[config.mk]
export PLATFORM = sky130hd
export DESIGN_NAME = ps2_key_state_tracker
export DESIGN_NICKNAME = d
export VERILOG_FILES = /design/src/rtl/ps2_key_state_tracker.sv
export SDC_FILE = /design/constraint.sdc
export NUM_CORES = 1
export LEC_CHECK = 0
export ABC_AREA = 1
export CORE_ASPECT_RATIO = 0.9
export CORE_MARGIN = 5
export CORE_UTILIZATION = 63
export CTS_BUF_LIST = sky130_fd_sc_hd__clkbuf_2
export DETAILED_ROUTE_END_ITERATION = 10
export DONT_BUFFER_PORTS = 1
export GPL_ROUTABILITY_DRIVEN = 0
export GPL_TIMING_DRIVEN = 0
export PLACE_DENSITY = 0.83
export SYNTH_ARGS = -nofsm -noshare
export SYNTH_HDL_FRONTEND = slang
export SYNTH_SLANG_ARGS = --single-unit
[constraint.sdc]
create_clock -name CLOCK_50 -period 2.4 [get_ports CLOCK_50]
set_input_delay 0 -clock CLOCK_50 [delete_from_list [all_inputs] [get_ports CLOCK_50]]
set_output_delay 0 -clock CLOCK_50 [all_outputs]
set_load 0.01 [all_outputs]
[src/rtl/ps2_key_state_tracker.sv]
// PS/2 scancode key-state tracker: decodes make/break/E0 sequences into a held-key vector.
// Optional build macro EXTENDED_KEYS_EN enables the E0-prefixed arrow-key mapping.
module ps2_key_state_tracker #(
    parameter int TIMEOUT_CYCLES = 50000
) (
    input  logic        CLOCK_50,
    input  logic        resetn,
    input  logic [7:0]  ps2Byte,
    input  logic        ps2ByteValid,
    output logic [31:0] keyState,
    output logic        keyEvent,
    output logic [4:0]  keyEventIndex,
    output logic        keyEventMake,
    output logic        seqError,
    output logic [1:0]  fsmState
);

    localparam int CW = $clog2(TIMEOUT_CYCLES + 1);
    localparam logic [CW-1:0] CNT_LAST = CW'(TIMEOUT_CYCLES - 1);

    typedef enum logic [1:0] {
        IDLE   = 2'd0,
        EXT    = 2'd1,
        BRK    = 2'd2,
        EXTBRK = 2'd3
    } state_t;

    state_t          state_q, state_d;
    logic [CW-1:0]   cnt_q, cnt_d;
    logic [16:0]     key_state_q, key_state_d;
    logic            key_event_q, key_event_d;
    logic [4:0]      event_idx_q, event_idx_d;
    logic            event_make_q, event_make_d;
    logic            seq_error_q, seq_error_d;

    logic            do_key;
    logic            key_ext;
    logic            key_make;
    logic [5:0]      lookup;

    // Returns {hit, index}; hit=0 means the code is not tracked.
    function automatic logic [5:0] map_code(input logic [7:0] code, input logic ext);
        logic [5:0] r;
        r = 6'd0;
        if (!ext) begin
            case (code)
                8'h1C: r = {1'b1, 5'd0};
                8'h1D: r = {1'b1, 5'd1};
                8'h1B: r = {1'b1, 5'd2};
                8'h24: r = {1'b1, 5'd3};
                8'h23: r = {1'b1, 5'd4};
                8'h2B: r = {1'b1, 5'd5};
                8'h2C: r = {1'b1, 5'd6};
                8'h34: r = {1'b1, 5'd7};
                8'h35: r = {1'b1, 5'd8};
                8'h33: r = {1'b1, 5'd9};
                8'h3C: r = {1'b1, 5'd10};
                8'h3B: r = {1'b1, 5'd11};
                8'h42: r = {1'b1, 5'd12};
                8'h29: r = {1'b1, 5'd13};
                8'h5D: r = {1'b1, 5'd14};
                default: r = 6'd0;
            endcase
        end else begin
`ifdef EXTENDED_KEYS_EN
            case (code)
                8'h6B:   r = {1'b1, 5'd15};
                8'h74:   r = {1'b1, 5'd16};
                default: r = 6'd0;
            endcase
`else
            r = 6'd0;
`endif
        end
        return r;
    endfunction

    always_comb begin
        state_d      = state_q;
        cnt_d        = cnt_q;
        key_state_d  = key_state_q;
        key_event_d  = 1'b0;
        event_idx_d  = event_idx_q;
        event_make_d = event_make_q;
        seq_error_d  = 1'b0;
        do_key       = 1'b0;
        key_ext      = 1'b0;
        key_make     = 1'b0;

        if (ps2ByteValid) begin
            cnt_d = '0;
            case (state_q)
                IDLE: begin
                    if (ps2Byte == 8'hE0) begin
                        state_d = EXT;
                    end else if (ps2Byte == 8'hF0) begin
                        state_d = BRK;
                    end else if (ps2Byte == 8'hAA) begin
                        key_state_d = '0;
                    end else begin
                        do_key   = 1'b1;
                        key_make = 1'b1;
                    end
                end
                EXT: begin
                    if (ps2Byte == 8'hF0) begin
                        state_d = EXTBRK;
                    end else begin
                        do_key   = 1'b1;
                        key_ext  = 1'b1;
                        key_make = 1'b1;
                        state_d  = IDLE;
                    end
                end
                BRK: begin
                    do_key  = 1'b1;
                    state_d = IDLE;
                end
                EXTBRK: begin
                    do_key  = 1'b1;
                    key_ext = 1'b1;
                    state_d = IDLE;
                end
                default: state_d = IDLE;
            endcase
        end else if (state_q != IDLE) begin
            // A pending prefix is abandoned once the silence reaches the limit.
            if (cnt_q == CNT_LAST) begin
                state_d     = IDLE;
                cnt_d       = '0;
                seq_error_d = 1'b1;
            end else begin
                cnt_d = cnt_q + CW'(1);
            end
        end

        lookup = map_code(ps2Byte, key_ext);
        if (do_key && lookup[5]) begin
            key_event_d              = 1'b1;
            event_idx_d              = lookup[4:0];
            event_make_d             = key_make;
            key_state_d[lookup[4:0]] = key_make;
        end
    end

    always_ff @(posedge CLOCK_50 or negedge resetn) begin
        if (!resetn) begin
            state_q      <= IDLE;
            cnt_q        <= '0;
            key_state_q  <= '0;
            key_event_q  <= 1'b0;
            event_idx_q  <= 5'd0;
            event_make_q <= 1'b0;
            seq_error_q  <= 1'b0;
        end else begin
            state_q      <= state_d;
            cnt_q        <= cnt_d;
            key_state_q  <= key_state_d;
            key_event_q  <= key_event_d;
            event_idx_q  <= event_idx_d;
            event_make_q <= event_make_d;
            seq_error_q  <= seq_error_d;
        end
    end

    assign keyState      = {15'd0, key_state_q};
    assign keyEvent      = key_event_q;
    assign keyEventIndex = event_idx_q;
    assign keyEventMake  = event_make_q;
    assign seqError      = seq_error_q;
    assign fsmState      = state_q;

endmodule

==> summary.md, run 1 <==
| Metric | Value |
|---|---|
| Share of the synthesized area in the top cell type | `36.13%` |
| Crit-path slowest cell | `dlygate4sd3_1` |
| CTS tree | `yes` |
| Layout cells sized above 1 | `12.68%` |
| Tightest Hold Check Type | `in2reg` |
| Ranking of synthesized cells by area | `dfrtp_1, nand2_1, nor2_1, inv_1, nand3_1` |
| Syn. warnings | `0` |
| Largest area contributor in the netlist | `dfrtp_1` |
| Detail Placement HPWL | `4779 um` |
| Crit. End Element | `flop` |
| Via count | `2731` |
| Prevailing post-synth register cell | `dfrtp_1` |
| Fin crit period | `2216 ps` |
| Leak pwr | `1.709 nW` |
| Most numerous cell in the Yosys netlist | `nand2_1` |
| Share of flip-flops with an asynchronous set or reset | `100.0%` |
| Clk Latency, worst-skew pair | `400 ps` |
| Final setup violation count | `0` |
| Critical path class | `reg2reg` |
| Placeable Area | `0.004461 mm^2` |
| H-tree depth | `2` |
| Worst Path Arrival | `2510 ps` |
| I/O Buffers | `0` |
| Fmax | `0.4512 GHz` |
| Final TNS setup | `0 ps` |
| Final-report hold violation count | `0` |
| CP dominant cell by count | `dlygate4sd3_1` |
| R2R cell count | `6` |
| PD cells | `591.8 mW/mm^2` |
| Die area | `0.006079 mm^2` |
| Post-CTS setup buffer count | `0` |
| Via/cell ratio | `5.105` |
| VDD IR max | `0.2826 mV` |
| Nets@finish | `484` |
| Synth Register Bits | `42` |
| Initial DRC count | `168` |
| Post-DRT Antenna Nets | `0` |
| Die X | `81.63 um` |
| Startpoint Class | `flop` |
| Cell-by-cell trace of the critical path | `inv_2 -> nand2_1 -> a21oi_1 -> dlygate4sd3_1 -> o21ai_0 -> dlygate4sd3_1` |
| Clock Path Buffers | `2` |
| DRT Pass-1 Iters | `4` |
| Crit path max fanout | `4` |
| N_diodes | `0` |
| WL/cell | `11.82 um` |
| Mapped Cells | `443` |
| Skew final | `27.97 ps` |
| Sink Count | `42` |
| Hold path depth | `6` |
| Number of global-route vias before repair | `2505` |
| Max stage delay on crit path | `560 ps` |
| Die Span Y | `74.47 um` |
| Root Buffer | `clkbuf_2` |
| Initial antenna violation count | `0` |
| Mapped Area | `0.002909 mm^2` |
| Synth top cells by count | `nand2_1, nor2_1, inv_1` |
| First-pass GRT wire length | `10910 um` |
| Initial Utilization | `65.22%` |
| Post-synth EDFFs | `0` |
| Unrepaired setup endpoints after global routing | `false` |
| Drt drc | `0` |
| I/O pins | `53` |
| Clock-pin transition on the worst setup and hold timing paths | `190 ps` |
| Syn avg cell area | `6.567 um^2` |
| Synth cell types | `35` |
| Status | `complete, no violations` |
| Period utilization | `92.35%` |
| Worst path required time | `2690 ps` |
| Post-Route WL | `6325 um` |
| Largest net degree at the start of global routing | `43` |
| Sequential share of the synthesized area | `36.13%` |
| Post-place setup slack | `475.9 ps` |
| Max cap viols | `0` |
| Final max-slew violation count | `0` |
| Total gr overflow | `0` |
| Area grow syn2layout | `8.946%` |
| Row count | `23` |
| GRT Util Overall | `22.82%` |
| Clock buffer count from CTS | `5` |
| Min setup slack post-route | `183.7 ps` |
==> placed cells by master (no fill, tap or decap), types with 6 or more instances in the layout <==
master,instances
nor2_1,73
dlygate4sd3_1,6
nand3_1,30
nor3_1,9
nand2_1,142
o21ai_0,16
buf_4,16
nor2_2,7
nand2_2,9
a21oi_1,7
inv_1,49
dfrtp_1,42
conb_1,16
==> report_power, final <==
part           internal (mW)  switching, mW
sequential             0.830          0.154
combinational          0.223          0.356
clock                 0.0718          0.240
total                   1.13          0.750
==> cells by family after synthesis <==
family                   Yosys count  share of synthesized area [%]
AO/OA/AOI/OAI                     31                          6.065
XOR/XNOR                           5                          1.505
adder cells (fa/ha/maj)            1                         0.4300
buffers and inverters             77                          12.77
flip-flops                        42                          36.13
other                              1                         0.1289
AND/OR/NAND/NOR                  286                          42.97
==> worst paths after layout <==
kind / start / endpoint / slack [ps]
worst max-delay path: fsmState[0] / fsmState[0] / 180
worst min-delay path: ps2Byte[5] / fsmState[1] / 110
worst max register to register: fsmState[0] / fsmState[0] / 180
worst min register to register: cnt_q[0] / cnt_q[0] / 550
max in group asynchronous: resetn / cnt_q[4] / 1620
min in group asynchronous: resetn / key_state_q[11] / 560
==> sequential cells by signal, summed over array words and instances, names as in the netlist, named ones only <==
name and cells:
key_state_q 16, keyEventMake 1, fsmState 2, cnt_q 16
keyEventIndex 4, seqError 1, keyEvent 1
==> worst max-delay path: cells and delay by family, from the launching register on <==
kind	cells	cell delay, ps
AOI/OAI and AO/OA	2	250
and+or+nand+nor	1	130
buffers and inverters	3	1230
DFF	1	520
==> final cells by class <==
type | instances | area [um^2]
timing repair buffer | 7 | 80.08
clock buffer | 5 | 25.02
buffer | 23 | 166.4
clock inverter | 3 | 21.27
inverter | 54 | 205.2
fill | 372 | 1291
tap | 62 | 77.57
sequential | 42 | 1051
multi-input combinational | 339 | 1543
==> through the flow <==
step,power [mW],area (um^2),utilization (%),std cells,hold WS (ps)
detailed placement,1.520,3043,68.22,520,-294.7
CTS,1.888,3159,70.83,534,3.214
global placement,1.502,3043,68.22,520,-294.6
global route,2.032,3169,71.05,535,95.46
finish,1.876,3169,71.05,535,106.4
floorplan,1.409,2965,-,458,-295.6
==> routing by layer <==
metal  part of all wire, %  GRT usage [%]  up-vias
met5                     0              0        -
met1                    43          28.13     1225
met3                   7.7          6.053        8
met2                    48          38.88       91
met4                   1.2          7.934        0
li1                      -              -     1407
==> what timing repair did <==
action / in CTS / in global routing
hold buffers: 6 / 1
resized for setup: 0 / 0
endpoints found under the hold margin: 45 / 25
setup endpoints to repair: 0 / 0
Power figures use the tool's default switching activity.
==> inputs of run 2 (changes only) <==
Settings changed: CTS_CLUSTER_SIZE set to 40, PLACE_DENSITY 0.83 to 0.81.
==> run 2 against run 1 <==
- count of clock-buffer cells in the layout unchanged
- largest cell class unchanged
- global-route usage decreased by 1.2 points
- highest routed layer unchanged
- die area is the same
- sequential share of layout area rose by 0.21 points
==> summary.md, run 2 (synthesis results as in run 1) <==
| Metric | Value |
|---|---|
| Worst path required time | `2760 ps (+70 ps)` |
| CTS tree | `yes` |
| Sw Pwr | `0.7502 mW (about the same)` |
| Critical path class | `reg2reg` |
| Row count | `23 (unchanged)` |
| Post-CTS setup buffer count | `0 (unchanged)` |
| Hold WS | `12.79 ps (-93.56 ps)` |
| VDD IR max | `0.2626 mV (-7.1%)` |
| Total gr overflow | `0 (unchanged)` |
| Clk Latency, worst-skew pair | `430 ps (+30 ps)` |
| Area grow syn2layout | `8.258%` |
| PD cells | `591.5 mW/mm^2 (about the same)` |
| Skew final | `20.00 ps (-7.972 ps)` |
| Final setup violation count | `0 (unchanged)` |
| Clk pwr share | `16.8% (+0.2 points)` |
| Die X | `81.63 um (unchanged)` |
| Comb power frac | `30.3% (-0.6 points)` |
| Placeable Area | `0.004461 mm^2 (unchanged)` |
| Drt drc | `0 (unchanged)` |
| Final max-slew violation count | `0 (unchanged)` |
| H-tree depth | `2 (unchanged)` |
| Via count | `2680 (-1.9%)` |
| WL/cell | `11.49 um (-2.8%)` |
| Commonest cells after routing, fill and taps aside | `nand2_1, nor2_1, inv_1` |
| Initial DRC count | `151 (-10%)` |
| Fin crit period | `1970 ps (-245.9 ps)` |
| Die Span Y | `74.47 um (unchanged)` |
| Post-DRT Antenna Nets | `0 (unchanged)` |
| Number of global-route vias before repair | `2434 (-2.8%)` |
| First-pass GRT wire length | `10410 um (-4.6%)` |
| Reg2reg setup slack | `430 ps (+250 ps)` |
| Internal | `1.113 mW (-1.1%)` |
| Final Cell Area | `0.003149 mm^2 (-0.63%)` |
| DRT Pass-1 Iters | `4 (unchanged)` |
| Min setup slack post-route | `429.5 ps (+245.9 ps)` |
| Post-Route WL | `6123 um (-3.2%)` |
| Root Buffer | `clkbuf_2` |
| Final-report hold violation count | `0 (unchanged)` |
| Switching Share | `40.27% (+0.26 points)` |
| Die area | `0.006079 mm^2 (unchanged)` |
| Crit. End Element | `flop` |
| Largest net degree at the start of global routing | `43 (unchanged)` |
| Initial Utilization | `65.22% (unchanged)` |
| Startpoint Class | `flop` |
| Final TNS setup | `0 ps (unchanged)` |
| Sink Count | `42 (unchanged)` |
| Crit path max fanout | `10 (+6)` |
| Post-place setup slack | `449.0 ps (-26.92 ps)` |
| Period utilization | `82.10% (-10 points)` |
| I/O Buffers | `0 (unchanged)` |
| Clock Path Buffers | `2 (unchanged)` |
| Tightest Hold Check Type | `in2reg` |
| Leak pwr | `1.699 nW (-0.56%)` |
| Post-DP Area | `0.003043 mm^2 (unchanged)` |
| Seq pwr share | `52.9% (+0.4 points)` |
| Layout cells sized above 1 | `12.74% (+0.054 points)` |
| I/O pins | `53 (unchanged)` |
| Clock buffer count from CTS | `5 (unchanged)` |
| Most common cell after layout, fill and taps aside | `nand2_1` |
| Nets@finish | `482 (-0.41%)` |
| GRT Util Overall | `21.59% (-1.2 points)` |
| Unrepaired setup endpoints after global routing | `false` |
| Initial antenna violation count | `0 (unchanged)` |
| Via/cell ratio | `5.028 (-1.5%)` |
| Worst Path Arrival | `2330 ps (-180 ps)` |
| Max cap viols | `0 (unchanged)` |
| Status | `complete, no violations` |
| Clock-pin transition on the worst setup and hold timing paths | `230 ps (+40 ps)` |
| Filler cells | `410 (+10%)` |
| N_diodes | `0 (unchanged)` |
| Detail Placement HPWL | `4707 um (-1.5%)` |
| Fmax | `0.5075 GHz (+12%)` |
[run 2: changes by cell type in the layout (fill, tap and decap cells not counted), sizes merged]
| cell | change |
|---|---|
| dlygate4sd3 | -2 |
[run 2: layer usage]
layer  GRT usage (%)  vias to the layer above  routed length [um]
li1                -                     1401                   -
met1           28.06                     1205                2806
met2           34.99                       66                2845
met3           6.174                        8                 392
met4           7.011                        0                  79
met5               0                        -                   0
[run 2: power by group through the flow]
stage,clock network [mW],registers [mW],logic (mW)
floorplan,0,0.971,0.438
finish,0.313,0.986,0.564
global route,0.347,1.00,0.650
detailed placement,0,1.00,0.516
CTS,0.327,0.989,0.558
global placement,0,0.999,0.502
[run 2: timing repair]
item	4_1_cts	5_1_grt
hold endpoints to repair	45	0
hold buffers	5	0
setup endpoints to repair	0	0
gates resized for setup	0	0
[run 2: through the flow]
stage                     cells  util [%]  power [mW]
after global routing        533     70.60       2.001
final                       533     70.60       1.863
after global placement      520     68.22       1.501
after CTS                   533     70.60       1.874
after detailed placement    520     68.22       1.520
after floorplan             458         -       1.409
[run 2: path summary, 6_finish.rpt]
check,startpoint,to,cells after the start
hold reg to reg,cnt_q[0],cnt_q[0],1
setup reg to reg,fsmState[1],key_state_q[14],11
min in group asynchronous,resetn,cnt_q[5],2
setup / recovery,fsmState[1],key_state_q[14],11
hold / removal,ps2Byte[1],fsmState[0],5
max in group asynchronous,resetn,cnt_q[6],2
[run 2: worst max-delay path, stage by stage, from the launching register on]
cell and delay, ps:
dfrtp_1 490, inv_1 150, nand2_1 150, inv_2 120
nand3_1 140, nor2_2 300, buf_2 290, nor2_1 80
nand2_1 70, nand2_1 40, nand2_1 50, nand2_1 40
[run 2: layout make-up]
class / count / area (um^2) / share of cell area, %
Tap cell: 62 / 77.57 / 2.463
Sequential cell: 42 / 1051 / 33.37
Clock inverter: 3 / 21.27 / 0.6754
Timing Repair Buffer: 5 / 60.06 / 1.907
Buffer: 23 / 166.4 / 5.284
Clock buffer: 5 / 25.02 / 0.7946
Multi-Input combinational cell: 339 / 1543 / 48.99
Inverter: 54 / 205.2 / 6.516
==> inputs of run 3 (changes only) <==
Clock period 2.4 ns to 2 ns, I/O delays scaled along.
==> run 3 against run 2 <==
- critical path depth unchanged
- clock power up 20%
- largest power group unchanged
- non-clock buffer count up 2
- critical path type unchanged
- die area unchanged
- global-route usage unchanged
==> summary.md, run 3 (synthesis results as in run 1) <==
| Metric | Value |
|---|---|
| CTS tree | `yes` |
| R2R cell count | `11 (unchanged)` |
| Period utilization | `95.52% (+13 points)` |
| Inst Count DP | `520 (unchanged)` |
| Worst path required time | `2360 ps (-400 ps)` |
| Reg2reg setup slack | `90 ps (-340 ps)` |
| Die X | `81.63 um (unchanged)` |
| Detail Placement HPWL | `4707 um (unchanged)` |
| Final design utilization | `71.16% (+0.56 points)` |
| First-pass GRT wire length | `10410 um (unchanged)` |
| Min setup slack post-route | `89.65 ps (-339.9 ps)` |
| Root Buffer | `clkbuf_2` |
| Tightest Hold Check Type | `in2async` |
| Via count | `2680 (unchanged)` |
| Fin crit period | `1910 ps (-60.10 ps)` |
| Filler cells | `406 (-0.98%)` |
| Most common cell after layout, fill and taps aside | `nand2_1` |
| Clock-pin transition on the worst setup and hold timing paths | `230 ps (about the same)` |
| Clock Path Buffers | `2 (unchanged)` |
| Sink Count | `42 (unchanged)` |
| Skew final | `21.61 ps (+1.610 ps)` |
| Final setup violation count | `0 (unchanged)` |
| Nets@finish | `484 (+0.41%)` |
| Critical path class | `reg2reg` |
| Fmax | `0.5235 GHz (+3.1%)` |
| GRT Util Overall | `21.59% (unchanged)` |
| Cell-by-cell trace of the critical path | `inv_1 -> nand2_1 -> inv_2 -> nand3_1 -> nor2_4 -> clkbuf_4 -> nor2_1 -> nand2_1 -> nand2_1 -> nand2_1 -> nand2_1` |
| Initial Utilization | `65.22% (unchanged)` |
| Crit path max fanout | `10 (unchanged)` |
| Clk Latency, worst-skew pair | `430 ps (about the same)` |
| Post-Route WL | `6176 um (+0.87%)` |
| Commonest cells after routing, fill and taps aside | `nand2_1, nor2_1, inv_1` |
| Row count | `23 (unchanged)` |
| Final max-slew violation count | `0 (unchanged)` |
| Area grow syn2layout | `9.118%` |
| Largest net degree at the start of global routing | `43 (unchanged)` |
| Initial DRC count | `168 (+11%)` |
| I/O pins | `53 (unchanged)` |
| PD cells | `707.3 mW/mm^2 (+20%)` |
| Reg2reg end | `key_state_q[14]` |
| WL/cell | `11.54 um (+0.49%)` |
| Status | `complete, no violations` |
| Die area | `0.006079 mm^2 (unchanged)` |
| Drt drc | `0 (unchanged)` |
| Worst reg2reg startpoint | `fsmState[1]` |
| Max cap viols | `0 (unchanged)` |
| DRT Pass-1 Iters | `4 (unchanged)` |
| Post-place setup slack | `48.99 ps (-400.0 ps)` |
| Crit. End Element | `flop` |
| Total gr overflow | `0 (unchanged)` |
| Placeable Area | `0.004461 mm^2 (unchanged)` |
| Layout Cells excl Fill | `535 (+0.38%)` |
| Clock buffer count from CTS | `5 (unchanged)` |
| Hold WS | `9.983 ps (-2.810 ps)` |
| Startpoint Class | `flop` |
| CP dominant cell by count | `nand2_1` |
| Worst Path Arrival | `2270 ps (-60 ps)` |
| Leak pwr | `1.712 nW (+0.74%)` |
| I/O Buffers | `0 (unchanged)` |
| Final-report hold violation count | `0 (unchanged)` |
| Layout cells sized above 1 | `13.53% (+0.79 points)` |
| Die Span Y | `74.47 um (unchanged)` |
| VDD IR max | `0.3150 mV (+20%)` |
| Crit-path slowest cell | `dfrtp_1` |
| Via/cell ratio | `5.009 (-0.37%)` |
| Initial antenna violation count | `0 (unchanged)` |
| N_diodes | `0 (unchanged)` |
| Max stage delay on crit path | `490 ps (about the same)` |
| Number of global-route vias before repair | `2434 (unchanged)` |
| H-tree depth | `2 (unchanged)` |
| Post-DRT Antenna Nets | `0 (unchanged)` |
-- run 3: cell types whose count changed in the layout (fill, tap and decap cells not counted), sizes merged --
cell | previous run | this run
buf | 23 | 24
clkbuf | 6 | 7
-- run 3: through the flow --
step           area, um^2  power [mW]  TNS [ps]
2_1_floorplan        2965       1.691         0
3_3_place_gp         3043       1.801         0
3_5_place_dp         3043       1.824         0
4_1_cts              3149       2.248         0
5_1_grt              3174       2.410    -52.49
6_report             3174       2.245         0
-- run 3: critical path, delay by kind of cell, from the launching register on --
| kind | cells | cell delay, ps |
|---|---|---|
| buffers and inverters | 3 | 520 |
| DFF | 1 | 490 |
| and+or+nand+nor | 8 | 840 |
-- run 3: power breakdown --
part	internal, mW	switching, mW	leakage (nW)
Combinational	0.254	0.428	1.16
Clock	0.0858	0.291	0.0289
Sequential	0.998	0.188	0.521
Total	1.34	0.907	1.71
-- run 3: layer usage --
layer  global-route usage [%]  vias up  share of wire (%)
met2                    34.99       66                 47
met3                    6.174        7                6.5
met5                        0        -                  0
li1                         -     1407                  -
met4                    7.011        0                1.2
met1                    28.06     1200                 45
-- run 3: how the worst max path moves through the flow --
| stage | from | to | depth (start not counted) |
|---|---|---|---|
| after floorplan | fsmState[0] | key_state_q[14] | 11 |
| after global placement | fsmState[1] | key_state_q[14] | 11 |
| after detailed placement | fsmState[1] | key_state_q[14] | 11 |
| after CTS | fsmState[1] | key_state_q[14] | 11 |
| after global routing | fsmState[1] | key_state_q[14] | 11 |
| final | fsmState[1] | key_state_q[14] | 11 |
-- run 3: area by class of cell --
type	count	area, um^2	area share (%)
Clock inverter	3	21.27	0.6701
Timing Repair Buffer	7	75.07	2.365
Clock buffer	5	25.02	0.7883
Multi-Input combinational cell	339	1548	48.76
Buffer	23	170.2	5.361
Inverter	54	205.2	6.464
Sequential cell	42	1052	33.15
Tap cell	62	77.57	2.444
-- run 3: repair_timing --
action	4_1_cts	5_1_grt
endpoints found under the setup margin	0	10
gates resized for setup	0	5
setup buffers	0	2
endpoints found under the hold margin	45	0
hold buffers	5	0
